==> src/rtl/jt12_pkg.sv <==
// Shared constants and types for the jt12 operator-slot scheduler.
//   NSLOT            : slots per frame (6 channels x 4 operators)
//   GRP_S1..GRP_S4   : operator group code for slot/6 (time order S1,S3,S2,S4)
//   TAP_D6..TAP_D24  : history depths of the four modulation taps
//   sched_state_t    : halt FSM state
package jt12_pkg;

    localparam int NSLOT = 24;

    localparam logic [1:0] GRP_S1 = 2'd0;
    localparam logic [1:0] GRP_S3 = 2'd1;
    localparam logic [1:0] GRP_S2 = 2'd2;
    localparam logic [1:0] GRP_S4 = 2'd3;

    localparam int TAP_D6  = 6;
    localparam int TAP_D12 = 12;
    localparam int TAP_D18 = 18;
    localparam int TAP_D24 = 24;

    typedef enum logic {
        RUN  = 1'b0,
        PARK = 1'b1
    } sched_state_t;

endpackage

==> src/rtl/jt12_slot_hist.sv <==
// 24-deep history of operator outputs, hist[1] newest.
// Ports:
//   clk      in  : system clock
//   clr      in  : synchronous clear of every entry
//   shift_en in  : shift one position and load din into hist[1]
//   din      in  : W-bit signed operator output
//   d6..d24  out : taps hist[6], hist[12], hist[18], hist[24]
module jt12_slot_hist #(
    parameter int W = 14
) (
    input  logic                clk,
    input  logic                clr,
    input  logic                shift_en,
    input  logic signed [W-1:0] din,
    output logic signed [W-1:0] d6,
    output logic signed [W-1:0] d12,
    output logic signed [W-1:0] d18,
    output logic signed [W-1:0] d24
);
    import jt12_pkg::*;

    logic signed [W-1:0] hist [1:NSLOT];

    always_ff @(posedge clk) begin
        if (clr) begin
            for (int i = 1; i <= NSLOT; i++) hist[i] <= '0;
        end else if (shift_en) begin
            hist[1] <= din;
            for (int i = 2; i <= NSLOT; i++) hist[i] <= hist[i-1];
        end
    end

    assign d6  = hist[TAP_D6];
    assign d12 = hist[TAP_D12];
    assign d18 = hist[TAP_D18];
    assign d24 = hist[TAP_D24];

endmodule

==> src/rtl/jt12_slot_sched.sv <==
// Operator-slot scheduler: slot counter, slot decode, operator history and
// registered x+y phase-modulation input, with a frame-boundary halt handshake.
//
// state | meaning
// RUN   | slot advances every cen, history shifts
// PARK  | parked at slot 0, history frozen, all sN_enters low
//
// Ports:
//   clk, rst_n (sync, active-low), cen (clock enable)
//   op_in     : signed result of slot-1
//   xsel/ysel : one-hot tap selects {d24,d18,d12,d6}, zero gives 0
//   halt_req  : park at the next frame boundary while high
//   halted, slot, ch, s1..s4_enters, zero : registered / decoded status
//   mod_out   : registered signed x+y for the current slot (W+1 bits)
module jt12_slot_sched #(
    parameter int W     = 14,
    parameter int NSLOT = 24
) (
    input  logic              clk,
    input  logic              rst_n,
    input  logic              cen,
    input  logic signed [W-1:0] op_in,
    input  logic [3:0]        xsel,
    input  logic [3:0]        ysel,
    input  logic              halt_req,
    output logic              halted,
    output logic [4:0]        slot,
    output logic [2:0]        ch,
    output logic              s1_enters,
    output logic              s2_enters,
    output logic              s3_enters,
    output logic              s4_enters,
    output logic              zero,
    output logic signed [W:0] mod_out
);
    import jt12_pkg::*;

    localparam logic [4:0] LAST_SLOT = 5'(NSLOT - 1);

    sched_state_t        state;
    logic                running;
    logic [1:0]          grp;
    logic [4:0]          grp_base;
    logic [4:0]          ch_full;
    logic signed [W-1:0] d6, d12, d18, d24;
    logic signed [W-1:0] x, y;

    jt12_slot_hist #(.W(W)) u_hist (
        .clk      (clk),
        .clr      (~rst_n),
        .shift_en (cen & running),
        .din      (op_in),
        .d6       (d6),
        .d12      (d12),
        .d18      (d18),
        .d24      (d24)
    );

    assign running = (state == RUN);

    // slot/6 and slot mod 6 without a divider
    always_comb begin
        grp      = GRP_S4;
        grp_base = 5'd18;
        if (slot < 5'd6) begin
            grp      = GRP_S1;
            grp_base = 5'd0;
        end else if (slot < 5'd12) begin
            grp      = GRP_S3;
            grp_base = 5'd6;
        end else if (slot < 5'd18) begin
            grp      = GRP_S2;
            grp_base = 5'd12;
        end
        ch_full = slot - grp_base;
    end

    assign ch        = ch_full[2:0];
    assign s1_enters = running && (grp == GRP_S1);
    assign s3_enters = running && (grp == GRP_S3);
    assign s2_enters = running && (grp == GRP_S2);
    assign s4_enters = running && (grp == GRP_S4);
    assign zero      = running && (slot == 5'd0);
    assign halted    = (state == PARK);

    // AND-OR tap mux; multi-hot selects just OR the taps together
    assign x = ({W{xsel[0]}} & d6) | ({W{xsel[1]}} & d12) |
               ({W{xsel[2]}} & d18) | ({W{xsel[3]}} & d24);
    assign y = ({W{ysel[0]}} & d6) | ({W{ysel[1]}} & d12) |
               ({W{ysel[2]}} & d18) | ({W{ysel[3]}} & d24);

    always_ff @(posedge clk) begin
        if (!rst_n) begin
            state   <= RUN;
            slot    <= 5'd0;
            mod_out <= '0;
        end else if (cen) begin
            mod_out <= {x[W-1], x} + {y[W-1], y};
            case (state)
                RUN: begin
                    if (slot == LAST_SLOT) begin
                        slot <= 5'd0;
                        if (halt_req) state <= PARK;
                    end else begin
                        slot <= slot + 5'd1;
                    end
                end
                PARK: begin
                    // slot stays 0 on the resume cycle; next cen advances it
                    if (!halt_req) state <= RUN;
                end
                default: state <= RUN;
            endcase
        end
    end

endmodule

==> config.mk <==
export PLATFORM = sky130hd
export DESIGN_NAME = jt12_slot_sched
export DESIGN_NICKNAME = d
export VERILOG_FILES = /design/src/rtl/jt12_pkg.sv /design/src/rtl/jt12_slot_hist.sv /design/src/rtl/jt12_slot_sched.sv
export SDC_FILE = /design/constraint.sdc
export NUM_CORES = 1
export LEC_CHECK = 0
export ABC_AREA = 0
export CORE_MARGIN = 2
export CORE_UTILIZATION = 47
export CTS_BUF_LIST = sky130_fd_sc_hd__clkbuf_8
export CTS_CLUSTER_DIAMETER = 60
export DETAILED_ROUTE_END_ITERATION = 10
export PLACE_DENSITY = 0.65
export SYNTH_ARGS = -nofsm -noshare
export SYNTH_HDL_FRONTEND = slang
export SYNTH_SLANG_ARGS = --single-unit
export TNS_END_PERCENT = 50
==> constraint.sdc <==
create_clock -name clk -period 9.4 [get_ports clk]
set_input_delay 0.94 -clock clk [delete_from_list [all_inputs] [get_ports clk]]
set_output_delay 0.94 -clock clk [all_outputs]
set_load 0.02 [all_outputs]
# Yosys cells after proc, flatten, opt, wreduce, memory -nomap -nowiden
# Memory sizes are Yosys's and may differ from the RTL's.
# Index checks and enable logic that the tools add are counted.
dict set report word_totals {
  ff_bits 21
  ram_bits 336
  in_bits 26
  out_inout_bits 29
  word_cells 100
  n_memories 1
}
# name depth width read_ports rd_clocked_by_memory_dff write_ports line
set mem_list {}
lappend mem_list {u_hist.hist 24 14 24 0 24 jt12_slot_hist.sv:22} ;# logic signed [W-1:0] hist [1:NSLOT];
dict set report classes {
  add_sub_neg 3
  magnitude_cmp 3
  eq_ne 4
  n_mux 38
  bitwise 40
  n_reduce_logical 8
}
# cell n
set op_table {}
lappend op_table {{$mux 14} 24}
lappend op_table {{$and 14x14->14} 8}
lappend op_table {{$or 14x14->14} 6}
lappend op_table {{$or 1x1->1} 24}
lappend op_table {{$add 14x14->15} 1}
lappend op_table {{$mux 3} 3}
lappend op_table {{$mux 1} 7}
lappend op_table {{$add 5x1->5 const B} 1}
lappend op_table {{$eq 5x5->1 const B} 1}
lappend op_table {{$logic_and 1x1->1} 5}
lappend op_table {{$logic_not 5->1} 1}
lappend op_table {{$lt 5x3->1 const B} 1}
lappend op_table {{$lt 5x4->1 const B} 1}
lappend op_table {{$lt 5x5->1 const B} 1}
lappend op_table {{$mux 5} 1}
lappend op_table {{$eq 2x2->1 const B} 2}
lappend op_table {{$mux 2} 2}
lappend op_table {{$sub 3x3->3} 1}
lappend op_table {{$eq 2x1->1 const B} 1}
lappend op_table {{$logic_not 2->1} 1}
lappend op_table {{$pmux 1 s2} 1}
lappend op_table {{$reduce_and 2->1} 1}
lappend op_table {{$and 1x1->1} 1}
lappend op_table {{$not 1->1} 1}

# Depth between registers and ports, before layout
dict set report logic_depth {
  word_depth 6
  depth_mapped 11
  depth_no_buf 10
}

# Cells and area by module
# Synthesis repeated with hierarchy kept, for this count alone.
dict set report unflattened {
  cells_unflattened 1104
  hier_area_um2 16062.9
}
# module n_inst cells_each area_per_inst_um2 seq_area_each_um2
set by_module_without_submodules {}
lappend by_module_without_submodules {jt12_slot_hist 1 803 13829.5 10089.7}
lappend by_module_without_submodules {jt12_slot_sched 1 301 2233.4 420.4}

# Worst setup path before layout
# No wires, ideal clock.
dict set report synth_path {
  path_kind {input to register}
  start {input rst_n}
  end {memory u_hist.hist[10][0], enable pin}
  setup_ns 2.513
  arrival_ns 6.966
  t_required_ns 6.887
  path_slack_ns -0.079
  path_stages 4
  path_buffers 3
  cell_sequence {clkbuf_1 -> buf_2 -> clkbuf_1 -> nand2_1}
}
# element line
set synth_rtl {}
lappend synth_rtl {{start, declared} jt12_slot_sched.sv:20} ;# input logic rst_n,
lappend synth_rtl {{end, declared} jt12_slot_hist.sv:22}

# Worst setup path in the final report
dict set report layout_path {
  start {register slot[2]}
  end {output ch[2]}
}
dict set report layout_via {
  elab_chain_cells 5
  word_cells_on_any_way 7
  cone_classes {add/sub: 1; order compare: 3; mux: 3}
}
# element line
set layout_rtl {}
lappend layout_rtl {{start, declared} jt12_slot_sched.sv:27} ;# output logic [4:0] slot,
lappend layout_rtl {{start signal, assigned} jt12_slot_sched.sv:105} ;# slot <= slot + 5'd1;
lappend layout_rtl {{$lt 5x5->1} jt12_slot_sched.sv:71} ;# end else if (slot < 5'd18) begin
lappend layout_rtl {{$mux 3} jt12_slot_sched.sv:71}
lappend layout_rtl {{$mux 3} jt12_slot_sched.sv:68} ;# end else if (slot < 5'd12) begin
lappend layout_rtl {{$mux 3} jt12_slot_sched.sv:65} ;# if (slot < 5'd6) begin
lappend layout_rtl {{$sub 3x3->3 (*)} jt12_slot_sched.sv:75} ;# ch_full = slot - grp_base;
lappend layout_rtl {{end, declared} jt12_slot_sched.sv:28} ;# output logic [2:0] ch,
# Every way passes the cells marked *; elsewhere a longest branch is shown, timed or not.

==> impl_results.md <==
* Status: finished, final reports clean
* Clock-pin slew on the worst setup and hold paths at 0.06 ns
* Largest net degree at the start of global routing at 301
* Sequential element share of the synthesized area at 71.8%
* Initial antenna violation count at 1
* Max-cap viol count at 0
* Period minus WS final at 3.43 ns
* Filler Cell Count at 2551
* Die ar. at 0.0326 mm2
* Row cnt at 64
* Warnings from Yosys at 0
* Vias in the first global route at 8162
* Via count at 8642
* Fin worst setup slack at 5.97 ns
* Syn_nets at 1091
* Global route overflow at 0
* Synth top area share at 68.9%
* Synth Area in XOR/XNOR at 0.359%
* Synth Area in Compound Gates at 5.69%
* Synth area leaders: edfxtp_1, and3_1, a22oi_1, dfxtp_1, clkbuf_1
* Mapped Cells at 1047
* Hold WC Path Type: flip-flop to flip-flop
* Worst hold margin at 0.469 ns
* Worst-Skew Late Latency at 0.59 ns
* Seq cells post-synth at 357
* Ant. Diodes at 0
* Fin nets at 1116
* CTS tree: done
* Grt peak-use layer: met1
* Synth area leader: edfxtp_1
* Rel. slew slack at 22.9%
* Final period utilization at 36.5%
* Worst Path Arrival at 2.49 ns
* Post-Synth Simple-Gate Area at 17.7%
* Met3 usage at 3.74%
* Number of distinct library cells after synthesis at 50
* Drt first pass iters at 5
* RSZ-0062 raised after global routing: no
* Slew Viols, Final at 0
* Met1 Track Usage GR at 26.1%
* Critical Path, Cell by Cell: nor2b_1, a21oi_1, nand2_1, ha_1, xor2_1, clkdlybuf4s50_1
* Post-CTS Setup Repair Bufs at 0
* Drt via density at 5.72
* Width of the chip at 181 um
* Req. time, crit path at 8.46 ns
* Antenna-violating nets left at 0
* Die height at 181 um
* Mapped cell area at 0.0146 mm2
* Largest family of logic cells by synthesized area: simple AND/OR/NAND/NOR gates
* P&R area growth vs syn at 12.3%
* Cell family with most CP delay: buffers and inverters
* IO buf count at 54
* Initial core utilization at 47.7%
* Worst-margin pin slew at 1.16 ns
* Power Density at 207 mW/mm2
* Skew final at 0.0253 ns
* Clock Sinks at 357
* Gr usage total at 17.2%
* WP buf/inv at 1
* Root Buffer: clkbuf_8
* Final setup vio count at 0
* Core outline area at 0.0307 mm2
* Cts hold-fix bufs at 0
* Fin Setup TNS at 0 ns
* Post-cts repair resize count at 0
* Met2 Resource Use GR at 24.9%
* Drt initial violations at 1030
* Most common cell after layout, fill and taps aside: and3_1
* Post-Route WL at 28700 um
* First-pass GRT wire length at 45000 um
* Max Fclk at 292 MHz
* Worst vdd ir at 0.000111 V
* DR DRC count at 0
* Final Hold Vio Count at 0
* Drt wl/cell at 19.0 um
* CTS Buf Count at 56
* Setup crit start kind: flip-flop
* Htree depth at 2
* Slowest-stage cell, CP: clkdlybuf4s50_1
* Setup crit end kind: output pin
* Largest stage delay, worst path at 0.62 ns
* Post-DP HPWL at 15800 um
* Total I/O pin count at 55
* Worst slack at placement at 5.39 ns
* Routability congestion estimate at 0.876
* Leakage power at 0.00745 uW
* Layout cells sized above 1 at 7.27%
* Most frequent cells in the layout: and3_1, edfxtp_1, clkbuf_8, a22oi_1, clkdlybuf4s50_1
* Avg Cell Area, Syn at 14.0 um2
* Flop2flop setup slack at 6.61 ns
* Mux contribution to synthesized area at 0.145%
* Adder-cell area share of the yosys netlist at 1.59%
* Setup Crit Path Kind: flip-flop to output pin
* Crit-path max FO at 12
* Max Root-Sink Buffers at 3
[metrics by stage]
step                      util, %  instances  area, um2  power, uW
after global routing         53.6       1510      16400       3550
after CTS                    53.6       1510      16400       3430
after floorplan                 -       1047      14600       2100
after detailed placement     50.2       1410      15400       2200
final                        53.6       1510      16400       3410
after global placement       50.2       1410      15400       2200
[layout make-up]
cell class | instances | area, um2 | share of cell area (%)
flip-flops and latches | 357 | 10500 | 63.9
clock buffers | 58 | 798 | 4.85
multi-input cells | 586 | 3750 | 22.8
inverters | 10 | 37.5 | 0.228
clock inverters | 42 | 243 | 1.48
repair buffers | 61 | 607 | 3.69
well taps | 396 | 495 | 3.01
[state kept, by name, summed over array words and instances (netlist names)]
| name | cells |
|---|---|
| halted | 1 |
| mod_out | 15 |
| slot | 5 |
| u_hist.hist | 336 |
[path summary, 6_finish.rpt]
path | startpoint | to | depth (start not counted)
max | slot[2] | ch[2] | 6
min | mod_out[4] | mod_out[4] | 2
min reg2reg | mod_out[4] | mod_out[4] | 2
max reg2reg | halted | u_hist.hist[16][7] | 3
[power breakdown]
| part | internal (uW) | leakage (uW) | total [uW] | switching [uW] |
|---|---|---|---|---|
| logic | 105 | 0.00294 | 281 | 176 |
| registers | 1850 | 0.00389 | 1890 | 46.5 |
| clock network | 650 | 0.000620 | 1230 | 580 |
[cell usage after synthesis, drive strengths merged]
cell type  count
nand3          5
o21bai         1
fa             1
mux2           1
a22oi         57
o2bb2ai        1
o21ai         15
a211oi         4
nand4          3
and2           3
ha            17
nor3b          1
and4b          1
edfxtp       336
xor2           5
o21a           2
o211ai         3
a21boi         1
clkbuf        85
dfxtp         21
nor4           1
a31oi          3
buf            9
nor3          11
mux2i          1
nand2b         3
a21oi         21
and3         341
o2111ai        1
a2111oi        1
a211o          1
nor2b          5
o31ai          3
nand3b         1
nand2         47
a221oi         1
nor2          17
a21o           4
xnor2          1
or3            2
inv           10
[metal layers]
layer | wire length, um | part of all wire (%)
met3 | 1810 | 6.3
met5 | 0 | 0
met1 | 13600 | 47
met4 | 590 | 2.1
met2 | 12800 | 44
[cell families (layout without fill, tap and decap cells)]
logic type               after synthesis  count (layout)
AND/OR/NAND/NOR                      441             441
flip-flops                           357             357
AO/OA/AOI/OAI                        119             119
buffers and inverters                104             171
adder cells (fa/ha/maj)               18              18
XOR/XNOR                               6               6
multiplexers                           2               2
[worst min-delay path: stages, from the launching register on]
cell and delay [ns]:
dfxtp_1 0.31, nand2_1 0.06, a21oi_1 0.05
Power figures use the tool's default switching activity.
